<file path="config.mk">
export PLATFORM = sky130hd
export DESIGN_NAME = vga_sprite_regs
export DESIGN_NICKNAME = d
export VERILOG_FILES = /design/src/rtl/vga_sprite_regs.sv
export SDC_FILE = /design/constraint.sdc
export NUM_CORES = 2
export LEC_CHECK = 0
export ABC_CLOCK_PERIOD_IN_PS = 130900
export BUFFER_PORTS_ARGS = -buffer_cell sky130_fd_sc_hd__buf_2
export CAP_MARGIN = 10
export CORE_ASPECT_RATIO = 0.9
export CORE_MARGIN = 3
export CORE_UTILIZATION = 55
export DETAILED_ROUTE_END_ITERATION = 7
export GPL_TIMING_DRIVEN = 0
export HOLD_SLACK_MARGIN = 0.08
export PLACE_DENSITY = 0.85
export SETUP_SLACK_MARGIN = 0.2
export SYNTH_ARGS = -nofsm -noshare
export SYNTH_HDL_FRONTEND = slang
export SYNTH_SLANG_ARGS = --single-unit
</file>
<file path="constraint.sdc">
create_clock -name clk -period 130.9 [get_ports clk]
set_input_delay 39.27 -clock clk [delete_from_list [all_inputs] [get_ports clk]]
set_output_delay 39.27 -clock clk [all_outputs]
set_load 0.005 [all_outputs]
</file>
<file path="src/rtl/vga_sprite_regs.sv">
// CPU sprite shadow registers committed atomically to the active outputs at frame end.
// Reads: 1 clk registered latency. No backpressure: CPU accesses always complete; vga_ack held until vga_int drops.
module vga_sprite_regs #(
   parameter logic [15:0] BASE_ADDR = 16'hF000,
   parameter logic [15:0] SHIP_X0   = 16'd312,
   parameter logic [15:0] SHIP_Y0   = 16'd440,
   parameter logic [15:0] PLANET_X0 = 16'd312,
   parameter logic [15:0] PLANET_Y0 = 16'd16
) (
   input  logic        clk,
   input  logic        rst,
   input  logic [15:0] cpu_addr,
   input  logic [15:0] cpu_din,
   input  logic        cpu_we,
   input  logic        cpu_re,
   output logic [15:0] cpu_dout,
   output logic        cpu_irq,
   input  logic        vga_int,
   output logic        vga_ack,
   output logic [15:0] spaceship_x,
   output logic [15:0] spaceship_y,
   output logic [15:0] spaceship_bitmap [16],
   output logic [15:0] planet_x,
   output logic [15:0] planet_y,
   output logic [15:0] planet_bitmap [16]
);

   typedef enum logic [1:0] {IDLE, SERVICE, ACK_HOLD, ACK} state_t;

   state_t      state, state_nxt;
   logic        service;
   logic        in_win, wr, rd, ctrl_set, ctrl_rd;
   logic [5:0]  off;
   logic [15:0] rd_dat;
   logic [15:0] sh_pos [4];
   logic [15:0] sh_ship_bm [16];
   logic [15:0] sh_planet_bm [16];
   logic        commit_req, frame_pending;
   logic [15:0] frame_count;

   assign in_win   = (cpu_addr[15:6] == BASE_ADDR[15:6]);
   assign off      = cpu_addr[5:0];
   assign wr       = cpu_we && in_win;
   assign rd       = cpu_re && in_win;
   assign ctrl_set = wr && (off == 6'h04) && cpu_din[0];
   assign ctrl_rd  = rd && (off == 6'h04);
   assign cpu_irq  = frame_pending;

   always_ff @(posedge clk or posedge rst) begin
      if (rst) state <= IDLE;
      else     state <= state_nxt;
   end

   // ACK_HOLD guarantees two clocks of vga_ack even if vga_int drops early
   always_comb begin
      state_nxt = state;
      vga_ack   = 1'b0;
      service   = 1'b0;
      case (state)
         IDLE:     if (vga_int) state_nxt = SERVICE;
         SERVICE:  begin service = 1'b1; state_nxt = ACK_HOLD; end
         ACK_HOLD: begin vga_ack = 1'b1; state_nxt = ACK; end
         ACK:      begin vga_ack = 1'b1; if (!vga_int) state_nxt = IDLE; end
         default:  state_nxt = IDLE;
      endcase
   end

   always_ff @(posedge clk or posedge rst) begin
      if (rst) begin
         sh_pos[0] <= SHIP_X0;
         sh_pos[1] <= SHIP_Y0;
         sh_pos[2] <= PLANET_X0;
         sh_pos[3] <= PLANET_Y0;
         for (int i = 0; i < 16; i++) begin
            sh_ship_bm[i]   <= '0;
            sh_planet_bm[i] <= '0;
         end
      end else if (wr) begin
         if (off[5:2] == 4'b0000) sh_pos[off[1:0]]      <= cpu_din;
         if (off[5:4] == 2'b01)   sh_ship_bm[off[3:0]]   <= cpu_din;
         if (off[5:4] == 2'b10)   sh_planet_bm[off[3:0]] <= cpu_din;
      end
   end

   // Active outputs only move in the SERVICE clock, so the display never tears
   always_ff @(posedge clk or posedge rst) begin
      if (rst) begin
         spaceship_x <= SHIP_X0;
         spaceship_y <= SHIP_Y0;
         planet_x    <= PLANET_X0;
         planet_y    <= PLANET_Y0;
         for (int i = 0; i < 16; i++) begin
            spaceship_bitmap[i] <= '0;
            planet_bitmap[i]    <= '0;
         end
      end else if (service && commit_req) begin
         spaceship_x <= sh_pos[0];
         spaceship_y <= sh_pos[1];
         planet_x    <= sh_pos[2];
         planet_y    <= sh_pos[3];
         for (int i = 0; i < 16; i++) begin
            spaceship_bitmap[i] <= sh_ship_bm[i];
            planet_bitmap[i]    <= sh_planet_bm[i];
         end
      end
   end

   // Sets take priority over clears when both land in the same clock
   always_ff @(posedge clk or posedge rst) begin
      if (rst) begin
         commit_req    <= 1'b0;
         frame_pending <= 1'b0;
         frame_count   <= '0;
      end else begin
         commit_req    <= (commit_req && !service) || ctrl_set;
         frame_pending <= (frame_pending && !ctrl_rd) || service;
         if (service) frame_count <= frame_count + 16'd1;
      end
   end

   always_comb begin
      rd_dat = '0;
      if (in_win) begin
         if (off[5:2] == 4'b0000)    rd_dat = sh_pos[off[1:0]];
         else if (off == 6'h04)      rd_dat = {14'b0, commit_req, frame_pending};
         else if (off == 6'h05)      rd_dat = frame_count;
         else if (off[5:4] == 2'b01) rd_dat = sh_ship_bm[off[3:0]];
         else if (off[5:4] == 2'b10) rd_dat = sh_planet_bm[off[3:0]];
      end
   end

   always_ff @(posedge clk or posedge rst) begin
      if (rst)         cpu_dout <= '0;
      else if (cpu_re) cpu_dout <= rd_dat;
   end

endmodule

</file>
# [Word level (Yosys, flattened, before mapping)]
# Cells that the tools add are included.
[totals] elab_cells=142 latchBits=0 n_memories=0 ramBits=0 mem_bits_ro=0 in_bits=37 regBits=1188
[classes] multipliers=0 n_addsub=1 n_mux=27 shifts=0 bitwise_logic=2 div_mod_pow=0 n_reduce_logical=21 magnitude_cmp=4 eq_ne=10
[ops] cell="256-bit bitwise mux" n=2
[ops] cell="16-bit two-way mux" n=14
[ops] cell="16-bit binary-select mux with 4-bit select" n=2
[ops] cell="64-bit bitwise mux" n=1
[ops] cell="16-bit demux with 4-bit select" n=1
[ops] cell="16-bit binary-select mux with 2-bit select" n=1
[ops] cell="16-bit demux with 2-bit select" n=1
[ops] cell="16-bit by 1-bit adder with 16-bit output (second input constant)" n=1
[ops] cell="6-bit by 3-bit == test with 1-bit output (second input constant)" n=2
[ops] cell="10-bit == test (second input constant)" n=1
[ops] cell="1-bit logical AND" n=10
[ops] cell="2-bit one-hot mux with 4 select lines" n=1
[ops] cell="2-bit AND reduction" n=4
[ops] cell="2-bit == test (second input constant)" n=3
[ops] cell="5-bit >= comparator (second input constant)" n=1
[ops] cell="5-bit by 1-bit < comparator with 1-bit output (second input constant)" n=1
[ops] cell="4-bit NOT with 5-bit output" n=1
[ops] cell="2-bit by 1-bit == test with 1-bit output (second input constant)" n=2
[ops] cell="4-bit logical NOT" n=1
[ops] cell="2-bit two-way mux" n=2
[ops] cell="2-bit inequality test (second input constant)" n=2
[ops] cell="3-bit >= comparator (second input constant)" n=1
[ops] cell="3-bit by 1-bit < comparator with 1-bit output (second input constant)" n=1
[ops] cell="2-bit NOT with 3-bit output" n=1
[ops] cell="other kinds (5)" n=8

# [Logic depth before layout (Yosys ltp)]
[logic_depth] ltp_word=10 ltp_mapped=9 ltp_nobuf=7

# [Least setup slack after synthesis]
# No wires, ideal clock.
[synth_path] kind="input to register" from="input cpu_addr[3]" to="register sh_pos[17] in the netlist's numbering" cell_stages=8 path_buffers=3 setup_time_ns=0.125 arrival_time_ns=40.945 setup_slack_ns=89.831 required_ns=130.775 path_cell_list="buf_2 > or2_1 > buf_2 > nor3_2 > nand2_1 > nor2_2 > buf_4 > mux2_2"
[synth_via] elab_chain_len=2
[synth_rtl] item="from (decl)" line="12" source="input logic [15:0] cpu_addr,"
[synth_rtl] item="4-bit logical NOT" line="79" source="if (off[5:2] == 4'b0000) sh_pos[off[1:0]] <= cpu_din;"
[synth_rtl] item="2-bit AND reduction (no source line)"
[synth_rtl] item="to (signal, indexed assignment)" line="79"
[synth_rtl] item="to (decl)" line="35" source="logic [15:0] sh_pos [4];"
# Every way passes these cells.
# A chain may end at the register's enable or synchronous reset.

# [Final worst setup path]
[layout_path] from="input cpu_addr[1]" to="register cpu_dout[8]"
[layout_via] elab_chain_len=10 elab_cells_between_ends=19
[layout_rtl] item="4-bit NOT with 5-bit output (implied by the code)" line="127, 128"
[layout_rtl] item="16-bit binary-select mux with 4-bit select" line="128" source="else if (off[5:4] == 2'b10) rd_dat = sh_planet_bm[off[3:0]];"
[layout_rtl] item="16-bit two-way mux (implied by the code) (2 in series)" line="128"
[layout_rtl] item="16-bit two-way mux" line="128"
[layout_rtl] item="16-bit two-way mux" line="127" source="else if (off[5:4] == 2'b01) rd_dat = sh_ship_bm[off[3:0]];"
[layout_rtl] item="16-bit two-way mux" line="126" source="else if (off == 6'h05) rd_dat = frame_count;"
[layout_rtl] item="16-bit two-way mux" line="125" source="else if (off == 6'h04) rd_dat = {14'b0, commit_req, frame_pending};"
[layout_rtl] item="16-bit two-way mux (*)" line="124" source="if (off[5:2] == 4'b0000) rd_dat = sh_pos[off[1:0]];"
[layout_rtl] item="16-bit two-way mux (*)" line="123" source="if (in_win) begin"
[layout_rtl] item="to (signal assigned)" line="134" source="else if (cpu_re) cpu_dout <= rd_dat;"
[layout_rtl] item="to (decl)" line="16" source="output logic [15:0] cpu_dout,"
# Every way passes the cells marked *; elsewhere a longest branch is shown, timed or not. The select of a mux whose other input is x is not followed.

==> results_dict.tcl <==
set metrics [dict create \
    status "finished clean" \
    synthArstFlopShare 1.00 \
    ctsRootBufferMaster "clkbuf_16" \
    ff2ff_path_depth 7 \
    synthSimpleGateAreaFrac 0.0232 \
    fin_nets 3889 \
    gr-total-overflow 0 \
    synth_compound_area_frac 0.0166 \
    final-max-slew-violation-count 0 \
    hold_viol_final 0 \
    antenna_found_initial 15 \
    hold_buffers 0 \
    finalSetupViolCount 0 \
    synth_top_family_by_area "multiplexers" \
    area_delta_synth_final_pct 17.9 \
    die_w_um 322 \
    total_power_mw 0.748 \
    cp_data_required_time_ps 131400 \
    clk_path_buf_depth 3 \
    cts_tree "yes" \
    ys_types 64 \
    synthTopCellsByArea "dfrtp_1 (59%), mux2_2 (27%), mux4_2 (5.3%), dfstp_2 (1.5%), clkbuf_1 (1.1%)" \
    netlist_instances 3091 \
    synthAdderAreaFrac 0.00152 \
    post_drt_wl_per_cell_um 35.4 \
    core-area_um2 88300 \
    drtIter0Drc 3970 \
    synth.net_count 3134 \
    r2r-end "spaceship_bitmap[7]$_DFFE_PP0P_" \
    htree_num_levels 3 \
    yosysTopAreaCellShare 0.589 \
    maxCapViolCount 0 \
    r2r-start "state[1]$_DFFE_PP0P_" \
    end_kind "register" \
    slowest_stage "a221oi_1" \
    slew_headroom 0.121 \
    skew_ps 33.8 \
    critPathKind "primary input to register" \
    synth_most_common_cell "mux2_2" \
    synth_top_cell_by_area "dfrtp_1" \
    synth_common_cells "mux2_2 (1169), dfrtp_1 (1160), clkbuf_1 (138), mux4_2 (117)" \
    num_rows 103 \
    synth_flop_cell "dfrtp_1" \
    routabilityCongestion 0.967 \
    power_per_cell_area_nw_per_um2 12.9 \
    finalCritPeriodShare 0.325 \
    ir_drop_v 0.00000975 \
    cts_inserted_buffers 113 \
    tightest_slew_ps 1320 \
    crit_top_cell "buf_2" \
    crit_path_max_fanout 10 \
    die_h_um 290 \
    p_leak_nw 31.0 \
    start_kind "primary input" \
    synth-seq-cells 1188 \
    drt_first_pass_iters 5 \
    dp_hpwl_um 130000 \
    drc 0 \
    fin_tns_setup_ps 0 \
    die_area_um2 93200 \
    fin_crit_ps 42600 \
    synth_edf_count 0 \
    start_util 0.558 \
    clkSinkCount 1188 \
    grt_max_degree 133 \
    drive_gt1_frac 0.572 \
    synth_area_per_cell_um2 15.9 \
    synth_xor_area_frac 0.00267 \
    vias_per_cell 6.47 \
    num_vias 33000 \
    crit_start "cpu_addr[1]" \
    pin_count 631 \
    reg2reg_slack_ps 126750 \
    detail-route-antenna-nets 0 \
    max_freq_mhz 23.5 \
    critPathArrivalTime_ps 43100 \
    rsz0062_at_grt "no" \
    clkLatencyLatePin_ps 690 \
    yosysWarnings 0 \
    hp-class "register to register" \
    drt-total-wl_um 180000 \
    grtUsageTotal 0.383 \
    slowest_delay_ps 940 \
    netlist_area_um2 49300 \
    grt_pass1_vias 33400 \
    synth_seq_area_share 0.604 \
    grt_pass1_wl_um 252000 \
    clkTransAtPathRegs_ps 60 \
    io_buffers 625 \
    synth.area.mux_share 0.331 \
    cp_cell_sequence "buf_2 > buf_2 > buf_2 > mux4_2 > mux2i_1 > nand2_1 > a221oi_1 > o21ai_0" \
    post_cts_buffers 0 \
    ctsResizeCount 0 \
    critPathCapture "cpu_dout[8]$_DFFE_PP0P_" \
]
-- per-layer routing --
layer,track usage,vias up,part of all wire
met4,0.191,8,0.061
met5,0,-,0.00033
li1,-,12800,-
met2,0.574,2088,0.45
met1,0.492,17600,0.37
met3,0.142,493,0.12
-- state kept, by name, summed over array words and instances, names as in the netlist --
signal and cells:
cpu_irq 1, commit_req 1, sh_planet_bm 256, sh_pos 64
spaceship_bitmap 256, planet_bitmap 256, spaceship_x 16, sh_ship_bm 256
planet_x 16, planet_y 16, spaceship_y 16, frame_count 16
cpu_dout 16, state 2
-- through the flow --
stage          instances  worst slack, ps  area, um^2  utilization  hold WS [ps]
6_report            5101            88300       58100        0.658           478
5_1_grt             5093            88410       58100        0.658           508
4_1_cts             5088            88540       58000        0.657           471
3_5_place_dp        4882            87890       54100        0.613           463
3_3_place_gp        4871            46370       53900        0.610           459
2_1_floorplan       3091            58210       49300            -           440
-- final cells by class --
cell class | count | area, um^2
Timing Repair Buffer | 640 | 3460
Inverter | 14 | 60.1
Fill cell | 6083 | 30200
Clock inverter | 41 | 509
Clock buffer | 165 | 3360
Antenna cell | 9 | 22.5
Tap cell | 1155 | 1450
Sequential cell | 1188 | 29800
Multi-Input combinational cell | 1676 | 18500
Buffer | 213 | 967
-- where the power goes --
| part | switching, mW | internal [mW] | total, mW | leakage (nW) |
|---|---|---|---|---|
| registers | 0.00148 | 0.368 | 0.370 | 16.5 |
| clock network | 0.145 | 0.199 | 0.344 | 1.93 |
| logic | 0.0268 | 0.00723 | 0.0341 | 12.6 |
-- placed cells by master (no fill, tap or decap), types with 7 or more instances in the layout --
cell,n
mux2_2,1169
dfrtp_1,1160
buf_2,660
clkbuf_1,157
mux4_2,117
clkbuf_16,114
nor2_1,40
mux2i_1,40
nand2_1,37
buf_4,34
o22ai_1,32
clkbuf_8,32
dfstp_2,28
clkinv_2,24
o21ai_0,21
nor3_1,20
nor2_2,18
a21oi_1,15
a22oi_1,14
inv_1,13
mux2_1,12
nand3_1,12
bufinv_16,11
diode_2,9
nor2b_1,9
nand2b_1,9
xnor2_1,9
buf_16,9
nor4_1,8
buf_1,7
o211ai_1,7
-- how the worst min path moves through the flow --
| stage | endpoint | startpoint | slack, ps | cells after the start |
|---|---|---|---|---|
| floorplan | frame_count[15]$_DFFE_PP0P_ | frame_count[15]$_DFFE_PP0P_ | 440 | 1 |
| CTS | frame_count[15]$_DFFE_PP0P_ | frame_count[15]$_DFFE_PP0P_ | 470 | 1 |
| global route | planet_bitmap[93]$_DFFE_PP0P_ | planet_bitmap[93]$_DFFE_PP0P_ | 510 | 1 |
| detailed placement | frame_count[15]$_DFFE_PP0P_ | frame_count[15]$_DFFE_PP0P_ | 460 | 1 |
| finish | frame_count[15]$_DFFE_PP0P_ | frame_count[15]$_DFFE_PP0P_ | 480 | 1 |
| global placement | frame_count[15]$_DFFE_PP0P_ | frame_count[15]$_DFFE_PP0P_ | 460 | 1 |
-- critical path: cells and delay by family --
family	cells	cell delay [ps]
buffers and inverters	3	1730
AOI/OAI and AO/OA	2	1140
and+or+nand+nor	1	90
muxes	2	820
-- logic make-up (layout without fill, tap and decap cells) --
group | count (synthesis) | count (layout)
AOI/OAI and AO/OA | 122 | 122
xor gates and xnor gates | 15 | 15
adders and majority gates | 6 | 6
buffers and inverters | 227 | 1073
DFF | 1188 | 1188
muxes | 1338 | 1338
other | 0 | 9
and+or+nand+nor | 195 | 195
Note: power is estimated with default switching activity, not from simulation.
